## src/rtl/qq_drain_reader.sv

```systemverilog
// Dequeue-side reader for quickQueueTop: tracks occupancy from enq pulses, pops one entry
// at a time, captures the result after a fixed latency and streams it out over valid/ready.
module qq_drain_reader #(
    parameter int DATA_W     = 32,
    parameter int DEQ_LAT    = 4,
    parameter int FIFO_DEPTH = 4
) (
    input  logic              clk,
    input  logic              rst,
    input  logic [7:0]        array_size,
    input  logic              drain_en,
    input  logic              enq_mon,
    output logic              deq,
    input  logic [DATA_W-1:0] q_data_lt,
    input  logic [DATA_W-1:0] q_data_rt,
    output logic              m_valid,
    input  logic              m_ready,
    output logic [DATA_W-1:0] m_data_lt,
    output logic [DATA_W-1:0] m_data_rt,
    output logic [7:0]        occupancy,
    output logic              q_empty,
    output logic              enq_drop,
    output logic              order_err,
    output logic [1:0]        state_dbg
);

    localparam int PTR_W  = (FIFO_DEPTH > 1) ? $clog2(FIFO_DEPTH) : 1;
    localparam int CNT_W  = PTR_W + 1;
    localparam int WAIT_W = (DEQ_LAT > 1) ? $clog2(DEQ_LAT) : 1;

    typedef enum logic [1:0] {IDLE, ISSUE, WAIT, CAPTURE} state_t;

    // Handshake: an entry moves downstream on every cycle where m_valid && m_ready;
    // m_valid never drops and m_data_* never change while the head is waiting for m_ready.

    state_t                state, state_next;
    logic [WAIT_W-1:0]     wait_cnt;
    logic                  push, pop, full;
    logic [2*DATA_W-1:0]   mem [FIFO_DEPTH];
    logic [PTR_W-1:0]      wr_ptr, rd_ptr;
    logic [CNT_W-1:0]      fifo_count;
    logic                  has_last;
    logic [DATA_W-1:0]     last_key;

    always_ff @(posedge clk or negedge rst) begin
        if (!rst) begin
            state <= IDLE;
        end else begin
            state <= state_next;
        end
    end

    always_comb begin
        state_next = state;
        case (state)
            IDLE: begin
                if (drain_en && occupancy != 8'd0 && fifo_count < CNT_W'(FIFO_DEPTH)) begin
                    state_next = ISSUE;
                end
            end
            ISSUE:   state_next = (DEQ_LAT == 1) ? CAPTURE : WAIT;
            // WAIT lasts DEQ_LAT-1 cycles so the capture edge lands DEQ_LAT cycles after deq.
            WAIT: begin
                if (wait_cnt <= WAIT_W'(1)) begin
                    state_next = CAPTURE;
                end
            end
            CAPTURE: state_next = IDLE;
            default: state_next = IDLE;
        endcase
    end

    always_comb begin
        deq       = (state == ISSUE);
        push      = (state == CAPTURE);
        state_dbg = state;
    end

    always_ff @(posedge clk or negedge rst) begin
        if (!rst) begin
            wait_cnt <= '0;
        end else if (state == ISSUE) begin
            wait_cnt <= WAIT_W'(DEQ_LAT - 1);
        end else if (state == WAIT) begin
            wait_cnt <= wait_cnt - WAIT_W'(1);
        end
    end

    assign full    = (occupancy >= array_size);
    assign q_empty = (occupancy == 8'd0);

    always_ff @(posedge clk or negedge rst) begin
        if (!rst) begin
            occupancy <= 8'd0;
            enq_drop  <= 1'b0;
        end else if (enq_mon && deq) begin
            occupancy <= occupancy;
        end else if (enq_mon) begin
            if (!full) begin
                occupancy <= occupancy + 8'd1;
            end else begin
                enq_drop <= 1'b1;
            end
        end else if (deq) begin
            occupancy <= occupancy - 8'd1;
        end
    end

    // A fresh insert may legally be smaller than the last key, so it restarts the run.
    always_ff @(posedge clk or negedge rst) begin
        if (!rst) begin
            order_err <= 1'b0;
            has_last  <= 1'b0;
            last_key  <= '0;
        end else begin
            if (push) begin
                if (has_last && q_data_lt < last_key) begin
                    order_err <= 1'b1;
                end
                last_key <= q_data_lt;
            end
            if (enq_mon) begin
                has_last <= 1'b0;
            end else if (push) begin
                has_last <= 1'b1;
            end
        end
    end

    assign m_valid = (fifo_count != '0);
    assign pop     = m_valid && m_ready;
    assign {m_data_lt, m_data_rt} = mem[rd_ptr];

    always_ff @(posedge clk or negedge rst) begin
        if (!rst) begin
            for (int i = 0; i < FIFO_DEPTH; i++) begin
                mem[i] <= '0;
            end
            wr_ptr     <= '0;
            rd_ptr     <= '0;
            fifo_count <= '0;
        end else begin
            if (push) begin
                mem[wr_ptr] <= {q_data_lt, q_data_rt};
                wr_ptr      <= wr_ptr + PTR_W'(1);
            end
            if (pop) begin
                rd_ptr <= rd_ptr + PTR_W'(1);
            end
            case ({push, pop})
                2'b10:   fifo_count <= fifo_count + CNT_W'(1);
                2'b01:   fifo_count <= fifo_count - CNT_W'(1);
                default: fifo_count <= fifo_count;
            endcase
        end
    end

endmodule

```

## config.mk

```make
export PLATFORM = sky130hd
export DESIGN_NAME = qq_drain_reader
export DESIGN_NICKNAME = d
export VERILOG_FILES = /design/src/rtl/qq_drain_reader.sv
export SDC_FILE = /design/constraint.sdc
export NUM_CORES = 1
export LEC_CHECK = 0
export CORE_MARGIN = 2
export CORE_UTILIZATION = 46
export CTS_CLUSTER_SIZE = 40
export DETAILED_ROUTE_END_ITERATION = 10
export GPL_TIMING_DRIVEN = 0
export PLACE_DENSITY = 0.67
export SETUP_SLACK_MARGIN = 0.15
export SYNTH_ARGS = -nofsm -noshare
export SYNTH_HDL_FRONTEND = slang
export SYNTH_SLANG_ARGS = --single-unit
```

## constraint.sdc

```tcl
create_clock -name clk -period 6 [get_ports clk]
set_input_delay 1.2 -clock clk [delete_from_list [all_inputs] [get_ports clk]]
set_output_delay 1.2 -clock clk [all_outputs]
set_load 0.01 [all_outputs]
```

==> flow_summary.ini, run 1 <==
[run_status]
status = finished clean

[synthesis]
yosysWarnings = 0
synth_fp_nets = 1114
ys_ff_latch = 310
synth_edf_count = 0
avgSynthCellArea_um2 = 14.7
postSynth.topFlopCell = dfrtp_1
syn_area_um2 = 14400
async_flop_share_pct = 100
synth_cells = 979
yosysSeqAreaShare_pct = 54.1
synth_cell_types = 41

[clock_tree]
max-clock-path-buffers = 3
cts_buffers = 36
cts_hold_buffers = 0
cts-resized-gates = 0
clkSinkCount = 310
cts-root-buf = clkbuf_16
post_cts_buffers = 0
cts_tree = done
clkTransAtPathRegs_ns = 0.06
h-tree-depth = 2
clk_latency_ns = 0.50

[timing]
final_min_period_over_clock_period_pct = 66.0
relSlewSlack_pct = 45.3
rsz0062_at_grt = false
fmax_mhz = 252
tightestPinTransition_ns = 0.819
fin_worst_skew_ns = 0.00713
maxSlewViolCount = 0
period_minus_slack_ns = 3.96
holdWs_ns = 0.487
setup_violations = 0
fin_setup_tns_ns = 0
hold_violations = 0

[cells_and_area]
layout-drive-gt1-share_pct = 34.8
antenna_cells = 0
nFillCells = 2531
nets = 1309
syn_to_final_growth_pct = 22.5
final_cell_mix = dfrtp_1 (310), mux2_2 (257), clkdlybuf4s50_1 (154)
final_common_cell = dfrtp_1
instances_no_fill = 1593

[floorplan]
fp-row-count = 64
dieArea_um2 = 32600
initial_utilization_pct = 46.8
core_um2 = 30700
die_w_um = 181
io_pins = 156
die_h_um = 181

[route]
drt_pass1_iterations = 4
routedWlPerCell_um = 18.9
first_iter_violations = 428
routed_wl_mm = 30.1
num_vias = 8489
viasPerCell = 5.33
ant_nets = 0
drc_errors = 0

[critical_path]
endpoint_kind = output pin
arrival_ns = 2.76
crit_fanout = 10
cp-start-kind = flip-flop
crit_type = flip-flop to output pin
critPathRequiredTime_ns = 4.80

[hold_path]
hp-class = flip-flop to flip-flop

[grt]
grt_first_pass_wirelength_mm = 49.3
first_global_vias = 8960
gr-total-overflow = 0
grt_use_total_pct = 18.9
antenna_found_initial = 0
grt_max_degree = 121

[pwr]
leakagePower_nw = 7.52
design_power_total_mw = 10.5
pwr_density_cell_nw_per_um2 = 599
ir_drop_uv = 251

[place]
place_congestion = 0.750
hpwl_mm = 19.9
dpl.cell_count = 1532
port_buffers = 155

[job]
maxCapViolCount = 0
## worst paths after layout
check	start	endpoint	slack, ns	cells after the start
hold reg to reg	fifo_count[0]	fifo_count[0]	0.49	1
max in group asynchronous	rst	mem[115]	4.28	2
setup reg to reg	state_dbg[0]	mem[131]	3.58	5
min in group asynchronous	rst	mem[143]	0.69	1
hold / removal	fifo_count[0]	fifo_count[0]	0.49	1
setup / recovery	rd_ptr[0]	m_data_lt[23]	2.04	4
## synthesized netlist by cell type (3+ instances only)
cell type,n,area [um^2]
a211oi_1,3,22.5
a21o_1,8,60.1
a21oi_1,16,80.1
buf_1,5,18.8
buf_2,33,165
clkbuf_1,8,30.0
dfrtp_1,310,7760
ha_1,56,701
inv_1,54,203
mux2_2,257,2890
mux2_4,6,90.1
mux4_2,64,1440
nand2_1,48,180
nand3_1,5,25.0
nand4_1,6,37.5
nor2_1,11,41.3
nor3_1,3,15.0
o21ai_0,43,215
xnor2_1,8,70.1
xor2_1,6,52.6
## area by class of cell
class | count | area [um^2] | area share [%]
clock inverter | 9 | 101 | 0.576
sequential | 310 | 7760 | 44.1
buffer | 46 | 214 | 1.22
multi-input combinational | 569 | 6180 | 35.1
clock buffer | 52 | 1020 | 5.81
tap | 396 | 495 | 2.82
timing repair buffer | 157 | 1610 | 9.17
inverter | 54 | 203 | 1.15
## metrics by stage
stage | worst slack (ns) | instance area [um^2] | util [%]
final | 2.04 | 17600 | 57.3
after global routing | 1.89 | 17600 | 57.3
after CTS | 1.96 | 17600 | 57.3
after detailed placement | 2.19 | 16500 | 53.7
after global placement | -10.05 | 16400 | 53.5
after floorplan | 3.17 | 14400 | -
## state kept, by name, indices dropped and copies added (netlist names), 2 cells and up
signal / count
fifo_count: 3
wr_ptr: 2
wait_cnt: 2
occupancy: 8
mem: 256
state_dbg: 2
last_key: 32
rd_ptr: 2
## critical path: stages, from the launching register on
cell and delay [ns]:
dfrtp_1 0.36, buf_2 0.38, buf_2 0.43, mux4_2 0.59, clkdlybuf4s50_1 0.50
## routing by layer
| metal | up-vias | global-route usage, % | share of wire, % |
|---|---|---|---|
| met1 | 4340 | 27.2 | 47 |
| li1 | 3954 | - | - |
| met3 | 38 | 3.46 | 4.9 |
| met2 | 157 | 30.4 | 47 |
| met4 | 0 | 3.94 | 1.5 |
| met5 | - | 0 | 0 |
## cell families (layout without fill, tap and decap cells)
| kind of cell | after synthesis | after routing | share of synthesized area, % |
|---|---|---|---|
| AO/OA/AOI/OAI | 83 | 83 | 3.39 |
| XOR/XNOR | 14 | 14 | 0.854 |
| adder cells (fa/ha/maj) | 58 | 58 | 5.16 |
| buffers and inverters | 100 | 318 | 2.90 |
| flip-flops | 310 | 310 | 54.1 |
| multiplexers | 328 | 328 | 30.9 |
| AND/OR/NAND/NOR | 86 | 86 | 2.73 |
## power by group
group,total [mW],switching [mW],internal (mW)
clock,2.09,0.819,1.27
sequential,3.68,0.499,3.18
combinational,4.76,1.93,2.83
total,10.5,3.25,7.28
Note: power is estimated with default switching activity, not from simulation.
==> inputs of run 2 (changes only) <==
==> constraint.sdc (replaced) <==
create_clock -name clk -period 4.15 [get_ports clk]
set_input_delay 0.83 -clock clk [delete_from_list [all_inputs] [get_ports clk]]
set_output_delay 0.83 -clock clk [all_outputs]
set_load 0.01 [all_outputs]
==> results of run 2 <==
The final DEF is identical to that of run 1. Status: finished clean.
Main changes from that run: setup slack after placement 2.19 ns -> 0.706 ns; setup slack after layout 2.04 ns -> 0.559 ns; hold slack 0.487 ns -> 0.319 ns; register-to-register setup slack 3.58 ns -> 1.73 ns; total power 10.5 mW -> 15.2 mW; worst IR drop on VDD 251 uV -> 363 uV
==> inputs of run 3 (changes only) <==
--- a/config.mk
+++ b/config.mk
@@ -9,6 +9,7 @@
 export CORE_UTILIZATION = 46
 export CTS_CLUSTER_SIZE = 40
 export DETAILED_ROUTE_END_ITERATION = 10
+export GPL_ROUTABILITY_DRIVEN = 0
 export GPL_TIMING_DRIVEN = 0
 export PLACE_DENSITY = 0.67
 export SETUP_SLACK_MARGIN = 0.15
==> results of run 3 <==
The final DEF is identical to that of run 1. Status: finished clean.
Main changes from that run: setup slack after placement 2.19 ns -> 0.706 ns; setup slack after layout 2.04 ns -> 0.559 ns; hold slack 0.487 ns -> 0.319 ns; register-to-register setup slack 3.58 ns -> 1.73 ns; total power 10.5 mW -> 15.2 mW; worst IR drop on VDD 251 uV -> 363 uV
